## config.mk

```make
export PLATFORM = sky130hd
export DESIGN_NAME = kme_clk_en_gen
export DESIGN_NICKNAME = d
export VERILOG_FILES = /design/src/rtl/kme_clk_pkg.sv /design/src/rtl/kme_phase_ctr.sv /design/src/rtl/kme_clk_en_gen.sv
export SDC_FILE = /design/constraint.sdc
export NUM_CORES = 1
export LEC_CHECK = 0
export ABC_AREA = 1
export BUFFER_PORTS_ARGS = -buffer_cell sky130_fd_sc_hd__buf_2
export CORE_ASPECT_RATIO = 1.1
export CORE_MARGIN = 2
export CORE_UTILIZATION = 45
export CTS_CLUSTER_SIZE = 30
export DETAILED_ROUTE_END_ITERATION = 8
export PLACE_DENSITY_LB_ADDON = 0.12
export SLEW_MARGIN = 0
export SYNTH_ARGS = -nofsm -noshare
export SYNTH_HDL_FRONTEND = slang
export SYNTH_HIERARCHICAL = 1
export SYNTH_SLANG_ARGS = --single-unit
```

## constraint.sdc

```tcl
create_clock -name clk -period 3.3 [get_ports clk]
set_clock_uncertainty 0.15 [all_clocks]
set_input_delay 0.165 -clock clk [delete_from_list [all_inputs] [get_ports clk]]
set_output_delay 0.165 -clock clk [all_outputs]
set_load 0.01 [all_outputs]
```

## src/rtl/kme_clk_pkg.sv

```systemverilog
// Shared types and default widths for the emulation clock-enable generator.
package kme_clk_pkg;

    localparam int unsigned DIV_W_DEF = 8;
    localparam int unsigned CNT_W_DEF = 32;
    // Hold counter width; covers the full legal HOLD_CYCLES range 1..255.
    localparam int unsigned HOLD_W    = 8;

    typedef enum logic [1:0] {
        HOLD  = 2'd0,
        RUN   = 2'd1,
        PAUSE = 2'd2
    } state_e;

endpackage

```

## src/rtl/kme_phase_ctr.sv

```systemverilog
// Phase counter for the clock-enable divider.
// Ports:
//   clk, rst  - clock, synchronous active-high reset
//   cnt_en    - advance the phase this cycle (divider running)
//   clr       - force the phase back to 0 (new ratio taking effect)
//   ratio     - active divide ratio; the phase wraps after reaching it
//   wrap_c    - combinational: phase equals ratio while counting
module kme_phase_ctr #(
    parameter int unsigned DIV_W = 8
) (
    input  logic             clk,
    input  logic             rst,
    input  logic             cnt_en,
    input  logic             clr,
    input  logic [DIV_W-1:0] ratio,
    output logic             wrap_c
);

    logic [DIV_W-1:0] phase_q;
    logic [DIV_W-1:0] phase_d;

    // Wrap detection and next phase; the phase simply holds when not counting.
    always_comb begin
        wrap_c  = cnt_en && (phase_q == ratio);
        phase_d = phase_q;
        if (clr || wrap_c) begin
            phase_d = '0;
        end else if (cnt_en) begin
            phase_d = phase_q + DIV_W'(1);
        end
    end

    always_ff @(posedge clk) begin
        if (rst) begin
            phase_q <= '0;
        end else begin
            phase_q <= phase_d;
        end
    end

endmodule

```

## src/rtl/kme_clk_en_gen.sv

```systemverilog
// Clock-enable generator for the emulation master clock: sequences the
// downstream DUT reset, then issues a one-cycle clk_en every (ratio+1)
// cycles while running, with a ready/valid port for changing the ratio.
// Ports:
//   clk, rst   - master clock, synchronous active-high reset
//   run_en     - 1 = divider runs, 0 = pause (phase held)
//   cfg_valid  - new ratio offered on cfg_div
//   cfg_div    - divide ratio; enable period is cfg_div+1 cycles
//   cfg_ready  - a ratio update can be accepted
//   dut_rst    - active-high reset to downstream logic, high during HOLD
//   clk_en     - one-cycle enable pulse
//   phase_wrap - marks the divider wrap, coincident with clk_en
//   en_cnt     - number of clk_en pulses since reset (wraps silently)
module kme_clk_en_gen
    import kme_clk_pkg::*;
#(
    parameter int unsigned DIV_W       = DIV_W_DEF,
    parameter int unsigned HOLD_CYCLES = 16,
    parameter int unsigned CNT_W       = CNT_W_DEF
) (
    input  logic             clk,
    input  logic             rst,
    input  logic             run_en,
    input  logic             cfg_valid,
    input  logic [DIV_W-1:0] cfg_div,
    output logic             cfg_ready,
    output logic             dut_rst,
    output logic             clk_en,
    output logic             phase_wrap,
    output logic [CNT_W-1:0] en_cnt
);

    localparam logic [HOLD_W-1:0] HOLD_LAST = HOLD_W'(HOLD_CYCLES - 1);

    state_e            state_q,    state_d;
    logic [HOLD_W-1:0] hold_cnt_q, hold_cnt_d;
    logic [DIV_W-1:0]  active_q,   active_d;
    logic [DIV_W-1:0]  pend_q,     pend_d;
    logic              pend_vld_q, pend_vld_d;
    logic [CNT_W-1:0]  en_cnt_q,   en_cnt_d;
    logic              dut_rst_q,  dut_rst_d;
    logic              clk_en_q,   clk_en_d;
    logic              phase_wrap_q, phase_wrap_d;
    logic              cfg_ready_q, cfg_ready_d;

    logic              wrap_c;
    logic              accept_c;
    logic              apply_c;

    kme_phase_ctr #(
        .DIV_W (DIV_W)
    ) u_phase_ctr (
        .clk    (clk),
        .rst    (rst),
        .cnt_en (state_q == RUN),
        .clr    (apply_c),
        .ratio  (active_q),
        .wrap_c (wrap_c)
    );

    // Next-state and registered-output logic.
    always_comb begin
        state_d      = state_q;
        hold_cnt_d   = hold_cnt_q;
        active_d     = active_q;
        pend_d       = pend_q;
        pend_vld_d   = pend_vld_q;
        en_cnt_d     = en_cnt_q;

        case (state_q)
            HOLD: begin
                if (hold_cnt_q == HOLD_LAST) begin
                    state_d = run_en ? RUN : PAUSE;
                end else begin
                    hold_cnt_d = hold_cnt_q + HOLD_W'(1);
                end
            end
            RUN: begin
                if (!run_en) state_d = PAUSE;
            end
            PAUSE: begin
                if (run_en) state_d = RUN;
            end
            default: state_d = HOLD;
        endcase

        // cfg_ready is low whenever a ratio is pending, so accept and apply
        // never coincide; an accept on a wrap cycle waits for the next wrap.
        accept_c = cfg_valid && cfg_ready_q;
        apply_c  = pend_vld_q && ((state_q == PAUSE) || wrap_c);

        if (accept_c) begin
            pend_d     = cfg_div;
            pend_vld_d = 1'b1;
        end
        if (apply_c) begin
            active_d   = pend_q;
            pend_vld_d = 1'b0;
        end

        en_cnt_d     = en_cnt_q + CNT_W'(wrap_c);
        clk_en_d     = wrap_c;
        phase_wrap_d = wrap_c;
        dut_rst_d    = (state_d == HOLD);
        cfg_ready_d  = (state_d != HOLD) && !pend_vld_d;
    end

    always_ff @(posedge clk) begin
        if (rst) begin
            state_q      <= HOLD;
            hold_cnt_q   <= '0;
            active_q     <= '0;
            pend_q       <= '0;
            pend_vld_q   <= 1'b0;
            en_cnt_q     <= '0;
            dut_rst_q    <= 1'b1;
            clk_en_q     <= 1'b0;
            phase_wrap_q <= 1'b0;
            cfg_ready_q  <= 1'b0;
        end else begin
            state_q      <= state_d;
            hold_cnt_q   <= hold_cnt_d;
            active_q     <= active_d;
            pend_q       <= pend_d;
            pend_vld_q   <= pend_vld_d;
            en_cnt_q     <= en_cnt_d;
            dut_rst_q    <= dut_rst_d;
            clk_en_q     <= clk_en_d;
            phase_wrap_q <= phase_wrap_d;
            cfg_ready_q  <= cfg_ready_d;
        end
    end

    assign cfg_ready  = cfg_ready_q;
    assign dut_rst    = dut_rst_q;
    assign clk_en     = clk_en_q;
    assign phase_wrap = phase_wrap_q;
    assign en_cnt     = en_cnt_q;

endmodule

```

# Yosys cells after proc, flatten, opt, wreduce, memory -nomap -nowiden
# Cells that the tools add are included.
[op_classes]
n_eq_ne = 4
addsub = 3
n_bitwise = 1
mux = 7
n_reduce_logical = 12
[ops]
columns = ["operator", "n"]
rows = [
  ["$add 32x1->32", 1],
  ["$add 8x1->8 const B", 2],
  ["$eq 8x4->1 const B", 1],
  ["$eq 8x8->1", 1],
  ["$mux 2", 4],
  ["$pmux 2 s3", 1],
  ["$logic_and 1x1->1", 4],
  ["$logic_not 2->1", 2],
  ["$eq 2x1->1 const B", 1],
  ["$eq 2x2->1 const B", 1],
  ["$logic_or 1x1->1", 2],
  ["$mux 1", 2],
  ["$reduce_and 2->1", 1],
  ["$reduce_bool 2->1", 1],
  ["$reduce_or 2->1", 1],
  ["$logic_not 1->1", 1],
  ["$not 1->1", 1],
]
[word_totals]
regBits = 70
inputBits = 12
out_inout_bits = 36
elab_cells = 37

# Longest topological paths before layout
# Gate-level depths: netlist of the first run.
[depth]
ltp_word = 7
ltp_mapped = 17
mapped_depth_nobuf = 17

# Hierarchy
# Netlist of the first run, hierarchy kept.
[modules_own_cells]
columns = ["module", "area_per_inst_um2", "instances", "cells_per_inst", "seq_area_each_um2"]
rows = [
  ["kme_clk_en_gen", 2934.1, 1, 410, 1241.2],
  ["kme_phase_ctr", 530.5, 1, 81, 160.2],
]

# Worst setup path before layout of the first run
# No wires, ideal clock.
[synth_timing]
path_kind = "register -> register"
start = "reg state_q[0]"
end = "reg en_cnt_q[30] (netlist: en_cnt[30])"
synth_period_minus_slack_ns = 2.309
t_arrival_ns = 2.026
t_required_ns = 3.017
setup_time_ns = 0.133
slack_ns = 0.991
path_buffers = 1
path_stages_with_launch = 18
cell_sequence = "dfxtp_1 -> inv_1 -> nor2_1 -> buf_6 -> a21boi_2 -> nand2_1 -> nor2_1 -> nand3_2 -> inv_1 -> ha_1 -> ha_1 -> nand2_2 -> nor2_8 -> nand2_4 -> nor2_8 -> nand2_1 -> nand2_1 -> a21oi_2"
[synth_between]
elab_chain_cells = 3
[synth_lines]
columns = ["item", "line", "rtl"]
rows = [
  ["start: declaration", "kme_clk_en_gen.sv:35", "state_e state_q, state_d;"],
  ["start signal: assignment", "kme_clk_en_gen.sv:121", "state_q <= state_d;"],
  ["$eq 2x1->1", "kme_clk_en_gen.sv:55", ".cnt_en (state_q == RUN),"],
  ["$logic_and 1x1->1", "kme_phase_ctr.sv:24", "wrap_c = cnt_en && (phase_q == ratio);"],
  ["named net clk_en_d", "kme_clk_en_gen.sv:42", "logic clk_en_q, clk_en_d;"],
  ["$add 32x1->32", "kme_clk_en_gen.sv:101", "en_cnt_d = en_cnt_q + CNT_W'(wrap_c);"],
  ["end signal: assignment", "kme_clk_en_gen.sv:126", "en_cnt_q <= en_cnt_d;"],
  ["end: declaration", "kme_clk_en_gen.sv:40", "logic [CNT_W-1:0] en_cnt_q, en_cnt_d;"],
]
# The timed path passes the listed nets, and every way through them passes these cells.
# A chain may end at the register's enable or synchronous reset.

# Worst setup path after layout of the first run
[layout_timing]
start = "reg state_q[0]"
end = "reg en_cnt_q[26] (netlist: en_cnt[26])"
# The elaborated chain is that of the path after synthesis.

==> results of run 1 <==
[final cells by class]
type,count,area (um^2),share of cell area
clock buffers,11,151.4,0.03688
repair buffers,56,325.3,0.07924
multi-input cells,358,1808,0.4404
well taps,105,131.4,0.03200
flip-flops and latches,70,1401,0.3414
clock inverters,5,81.33,0.01981
inverters,55,206.4,0.05029
[routing by layer]
metal | part of all wire | up-vias
met3 | 0.031 | 12
met1 | 0.48 | 1356
li1 | - | 1649
met2 | 0.47 | 49
met5 | 0 | -
met4 | 0.019 | 0
[stage by stage]
| step | cells | area, um^2 |
|---|---|---|
| after global routing | 660 | 4105 |
| after global placement | 635 | 3782 |
| final | 660 | 4105 |
| after detailed placement | 635 | 3782 |
| after CTS | 660 | 4105 |
| after floorplan | 491 | 3465 |
[worst max-delay path, cell delays in order, from the launching register on]
cell	delay [ns]
dfxtp_1	0.35
inv_1	0.06
nor2_1	0.34
a21boi_2	0.22
nand2_1	0.05
nor2_1	0.11
nand3_2	0.12
inv_1	0.09
ha_1	0.16
ha_1	0.18
nand2_2	0.10
nor2_8	0.16
nand3_2	0.13
nor2_4	0.14
nand3_1	0.08
nand2_1	0.07
nor2_1	0.04
[sequential cells by signal, summed over array words and instances, names as in the netlist]
name and count:
pend_q 8, u_phase_ctr/phase_q 8, cfg_ready 1, en_cnt 32
hold_cnt_q 8, state_q 2, pend_vld_q 1, active_q 8
phase_wrap 1, dut_rst 1
[synthesized netlist by cell type]
cell,instances,area [um^2]
ha_1,4,50.05
inv_2,5,18.77
clkbuf_1,4,15.01
o21ai_1,3,15.01
o21ai_0,23,115.1
a21oi_2,3,26.28
xnor2_1,3,26.28
nor2_8,5,100.1
buf_1,1,3.750
dfxtp_1,70,1401
nand3_1,26,130.1
nand4_1,3,18.77
nand2_4,5,56.30
nor3b_1,1,7.510
buf_6,2,22.52
o21a_1,1,7.510
nor2_4,4,45.04
xor2_1,10,87.58
and2_1,2,12.51
nand2_1,108,405.4
nor2_2,8,50.05
nand2_2,5,31.28
a21boi_2,1,11.26
buf_4,1,7.510
inv_1,50,187.7
nor2_1,107,401.6
a21oi_1,27,135.1
nand3_2,6,60.06
nor3_1,3,15.01
[how the worst max path moves through the flow]
stage	end	slack (ns)	cells after the start
after floorplan	en_cnt[30]	0.99	17
final	en_cnt[26]	0.63	16
after global routing	en_cnt[26]	0.31	16
after detailed placement	en_cnt[26]	0.64	16
after CTS	en_cnt[26]	0.60	16
after global placement	en_cnt[26]	0.73	16
[power groups by stage]
stage / clock [uW] / sequential (uW) / combinational [uW]
after global placement: 0 / 869 / 38.0
after CTS: 818 / 850 / 47.1
after detailed placement: 0 / 870 / 38.3
after floorplan: 0 / 869 / 25.0
final: 793 / 850 / 46.3
after global routing: 845 / 850 / 52.6
[cell families after synthesis]
kind of cell             Yosys count
AND/OR/NAND/NOR                  283
flip-flops                        70
adder cells (fa/ha/maj)            4
XOR/XNOR                          13
buffers and inverters             63
AO/OA/AOI/OAI                     58
==> results.sh, run 1 <==
export IMPL_critical_path_class="flop to flop"
export IMPL_place_hpwl_um=5558
export IMPL_grt_max_degree=38
export IMPL_clock_latency_ns=0.34
export IMPL_dp_slack_ns=0.6426
export IMPL_p_leak_uw=0.001821
export IMPL_cts_setup_buffers=0
export IMPL_synth_compound_area_frac=0.08956
export IMPL_via_per_inst=4.645
export IMPL_yosysWarnings=6
export IMPL_period_minus_slack_ns=2.671
export IMPL_ioPinCount=48
export IMPL_grtUsageMet1=0.2520
export IMPL_seq_area_frac_synth=0.4045
export IMPL_final_hold_violation_count=0
export IMPL_whs_ns=0.1431
export IMPL_slew_violations=0
export IMPL_min_period_over_period=0.8095
export IMPL_synth_seq_cells=70
export IMPL_holdPathStages=2
export IMPL_cp_start_kind="flop"
export IMPL_ant_nets=0
export IMPL_cts_resized=0
export IMPL_numCtsBuffers=9
export IMPL_synth_fp_nets=507
export IMPL_maxCapViolations=0
export IMPL_vias=3066
export IMPL_drtIter0Drc=75
export IMPL_drive_gt1_frac=0.1892
export IMPL_cp_data_arrival_time_ns=2.76
export IMPL_cts_tree="built"
export IMPL_grt_pass1_vias=2997
export IMPL_die_y_um=96.03
export IMPL_firstDrtPassIters=4
export IMPL_power_switching_uw=354.9
export IMPL_drcViolationCount=0
export IMPL_initial_core_util=0.4636
export IMPL_diodes=0
export IMPL_synthAdderAreaFrac=0.01445
export IMPL_gp_congestion=0.8248
export IMPL_final_cell_mix="108 x nand2_1, 107 x nor2_1, 70 x dfxtp_1"
export IMPL_drt_total_wl_um=7625
export IMPL_final_common_cell="nand2_1"
export IMPL_reg2regPathDepth=16
export IMPL_htree_levels=3
export IMPL_rsz0062_at_grt="false"
export IMPL_nFillCells=742
export IMPL_p_clk_frac=0.469
export IMPL_grt_overflow=0
export IMPL_setup_tns_ns=0
export IMPL_synthToLayoutAreaGrowth_pct=18.49
export IMPL_die_area_um2=8418
export IMPL_core_area_um2=7473
export IMPL_combPwrFrac=0.027
export IMPL_r2r_slack_ns=0.63
export IMPL_synth_area_um2=3465
export IMPL_port_buffers=47
export IMPL_muxShareOfSynthArea=0
export IMPL_critPathMaxFanout=7
export IMPL_final_core_util=0.5493
export IMPL_reg2reg_to="en_cnt[26]"
export IMPL_synth_top_family_by_area="simple AND/OR/NAND/NOR gates"
export IMPL_syn_inst=491
export IMPL_tightestPinTransition_ns=0.5758
export IMPL_hold_start="rst"
export IMPL_use_met3=0.03173
export IMPL_max_freq_mhz=374.3
export IMPL_internal_power_uw=1334
export IMPL_grtUsageTotal=0.1995
export IMPL_hold_class="input port to flop"
export IMPL_synth_simple_area_share=0.3850
export IMPL_nets=566
export IMPL_hold_end="en_cnt[5]"
export IMPL_antenna_found_initial=0
export IMPL_required_ns=3.39
export IMPL_rows=33
export IMPL_clockBufferDepth=2
export IMPL_grt_use_met2=0.3352
export IMPL_grt_pass1_wl_um=13190
export IMPL_clock_sinks=70
export IMPL_switching_share=0.2101
export IMPL_synth_xor_area_frac=0.03286
export IMPL_p_per_area_nw_per_um2=411.4
export IMPL_avgRoutedWirePerCell_um=11.55
export IMPL_clk_pin_slew_ns=0.07
export IMPL_crit_start="state_q[0]"
export IMPL_synth_cell_types=29
export IMPL_regToRegStartpoint="state_q[0]"
export IMPL_grt_busiest_layer="met2"
export IMPL_status="completed"
export IMPL_cts_root_buf="clkbuf_8"
export IMPL_p_seq_frac=0.503
export IMPL_syn_avg_cell_area_um2=7.056
export IMPL_cts_hold_buf=9
export IMPL_vdd_ir_drop_max_uv=209.8
export IMPL_die_w_um=87.66
export IMPL_finalPower_uw=1689
export IMPL_critPathCaptureType="flop"
export IMPL_slew_headroom=0.6156
export IMPL_finalSetupViolCount=0
export IMPL_setup_ws_ns=0.6285
No activity file was read; power rests on OpenSTA's default activity.
==> run 2, diff against run 1 <==
==> constraint.sdc (replaced) <==
create_clock -name clk -period 2.45 [get_ports clk]
set_clock_uncertainty 0.15 [all_clocks]
set_input_delay 0.1225 -clock clk [delete_from_list [all_inputs] [get_ports clk]]
set_output_delay 0.1225 -clock clk [all_outputs]
set_load 0.01 [all_outputs]
==> results.sh, run 2 (synthesis gave the netlist of run 1 again) <==
export IMPL_status="completed"
export IMPL_avgRoutedWirePerCell_um=11.75
export IMPL_final_common_cell="nand2_1"
export IMPL_min_period_over_period=0.9375
export IMPL_hold_start="rst"
export IMPL_initial_core_util=0.4636
export IMPL_cts_root_buf="clkbuf_8"
export IMPL_dp_slack_ns=0.07851
export IMPL_drtIter0Drc=83
export IMPL_clk_pin_slew_ns=0.08
export IMPL_gp_congestion=0.8517
export IMPL_ioPinCount=48
export IMPL_htree_levels=3
export IMPL_drcViolationCount=0
export IMPL_grtUsageMet1=0.2479
export IMPL_p_per_area_nw_per_um2=509.8
export IMPL_grt_pass1_vias=2857
export IMPL_p_seq_frac=0.544
export IMPL_final_cell_mix="108 x nand2_1, 106 x nor2_1, 68 x dfxtp_1"
export IMPL_setup_ws_ns=0.1532
export IMPL_drt_total_wl_um=7793
export IMPL_place_hpwl_um=5713
export IMPL_drive_gt1_frac=0.1989
export IMPL_cp_data_arrival_time_ns=2.42
export IMPL_rows=33
export IMPL_grt_use_met2=0.3302
export IMPL_cts_tree="built"
export IMPL_nets=569
export IMPL_whs_ns=0.1240
export IMPL_antenna_found_initial=0
export IMPL_die_w_um=87.66
export IMPL_clock_latency_ns=0.34
export IMPL_synthToLayoutAreaGrowth_pct=19.07
export IMPL_grtUsageTotal=0.1981
export IMPL_finalPower_uw=2103
export IMPL_crit_start="u_phase_ctr/phase_q[0]"
export IMPL_ant_nets=0
export IMPL_rsz0062_at_grt="false"
export IMPL_grt_overflow=0
export IMPL_firstDrtPassIters=4
export IMPL_hold_class="input port to flop"
export IMPL_period_minus_slack_ns=2.297
export IMPL_p_clk_frac=0.425
export IMPL_largest_reg_flops=32
export IMPL_vdd_ir_drop_max_uv=270.8
export IMPL_use_met3=0.03259
export IMPL_clockBufferDepth=2
export IMPL_diodes=0
export IMPL_cp_start_kind="flop"
export IMPL_vias=3168
export IMPL_grt_pass1_wl_um=12970
export IMPL_critPathCaptureType="flop"
export IMPL_power_switching_uw=465.5
export IMPL_tightestPinTransition_ns=0.6145
export IMPL_critical_path_class="flop to flop"
export IMPL_critPathMaxFanout=6
export IMPL_setup_tns_ns=0
export IMPL_die_y_um=96.03
export IMPL_regToRegStartpoint="u_phase_ctr/phase_q[0]"
export IMPL_grt_busiest_layer="met2"
export IMPL_die_area_um2=8418
export IMPL_p_leak_uw=0.001820
export IMPL_path_cells="inv_1 -> nand2_1 -> nand3_1 -> nor2_1 -> nand3_2 -> inv_2 -> ha_4 -> ha_4 -> nand2_4 -> nor2_8 -> inv_1 -> nor2_1 -> nand3_1 -> a21oi_1"
export IMPL_internal_power_uw=1637
export IMPL_final_hold_violation_count=0
export IMPL_port_buffers=47
export IMPL_place_area_um2=3797
export IMPL_slew_violations=0
export IMPL_critical_path_max_stage_delay_ns=0.45
export IMPL_combPwrFrac=0.030
export IMPL_switching_share=0.2214
export IMPL_via_per_inst=4.778
export IMPL_design_area_um2=4125
export IMPL_finalSetupViolCount=0
export IMPL_slew_headroom=0.5903
export IMPL_clock_sinks=70
export IMPL_core_area_um2=7473
export IMPL_grt_max_degree=38
export IMPL_numCtsBuffers=9
export IMPL_required_ns=2.57
export IMPL_max_freq_mhz=435.4
export IMPL_maxCapViolations=0
export IMPL_cp_slowest_cell="dfxtp_1"
[run 2: changes by cell type in the layout (fill, tap and decap cells not counted), moves of 2 or more]
cell	previous run	this run
clkbuf_1	0	3
ha_4	0	2
clkbuf_8	11	9
buf_4	0	3
dfxtp_1	70	68
ha_1	4	2
dfxtp_2	0	2
[run 2: layout make-up]
cell class | count | area, um^2
sequential | 70 | 1404
clock buffer | 12 | 135.1
fill | 780 | 3348
multi-input combinational | 358 | 1853
timing repair buffer | 59 | 347.8
tap | 105 | 131.4
clock inverter | 4 | 47.55
inverter | 55 | 206.4
[run 2: path summary, 6_finish.rpt]
path,depth (start not counted),endpoint,slack (ns)
setup reg to reg,14,en_cnt[28],0.15
hold reg to reg,2,pend_q[5],0.33
hold / removal,3,en_cnt[16],0.12
setup / recovery,14,en_cnt[28],0.15
[run 2: per-layer routing]
metal | vias to the layer above | share of wire | wire length (um)
li1 | 1665 | - | -
met1 | 1437 | 0.47 | 3674
met2 | 51 | 0.48 | 3729
met3 | 15 | 0.026 | 203
met4 | 0 | 0.024 | 186
met5 | - | 0 | 0
[run 2: worst max-delay path: cells and delay by family (launching register included)]
family	cells	cell delay [ns]
and+or+nand+nor	8	0.97
DFF	1	0.45
adders and majority gates	2	0.28
buffers and inverters	3	0.22
AOI/OAI and AO/OA	1	0.16
[run 2: what timing repair did]
| action | in CTS | in global routing |
|---|---|---|
| hold buffers | 9 | 0 |
| setup buffers | 0 | 1 |
| gates resized for setup | 0 | 11 |
| setup endpoints to repair | 0 | 15 |
| hold endpoints to repair | 10 | 0 |
[run 2: per-stage QoR]
step / util / cells
3_3_place_gp: 0.5081 / 637
5_1_grt: 0.5520 / 663
4_1_cts: 0.5446 / 662
2_1_floorplan: - / 491
3_5_place_dp: 0.5081 / 637
6_report: 0.5520 / 663
[run 2: power groups by stage]
stage               combinational (uW)  clock, uW  sequential, uW
CTS                               64.9        918            1140
floorplan                         33.7          0            1170
global route                      72.5        968            1140
finish                            64.1        895            1140
detailed placement                53.6          0            1170
global placement                  52.9          0            1170
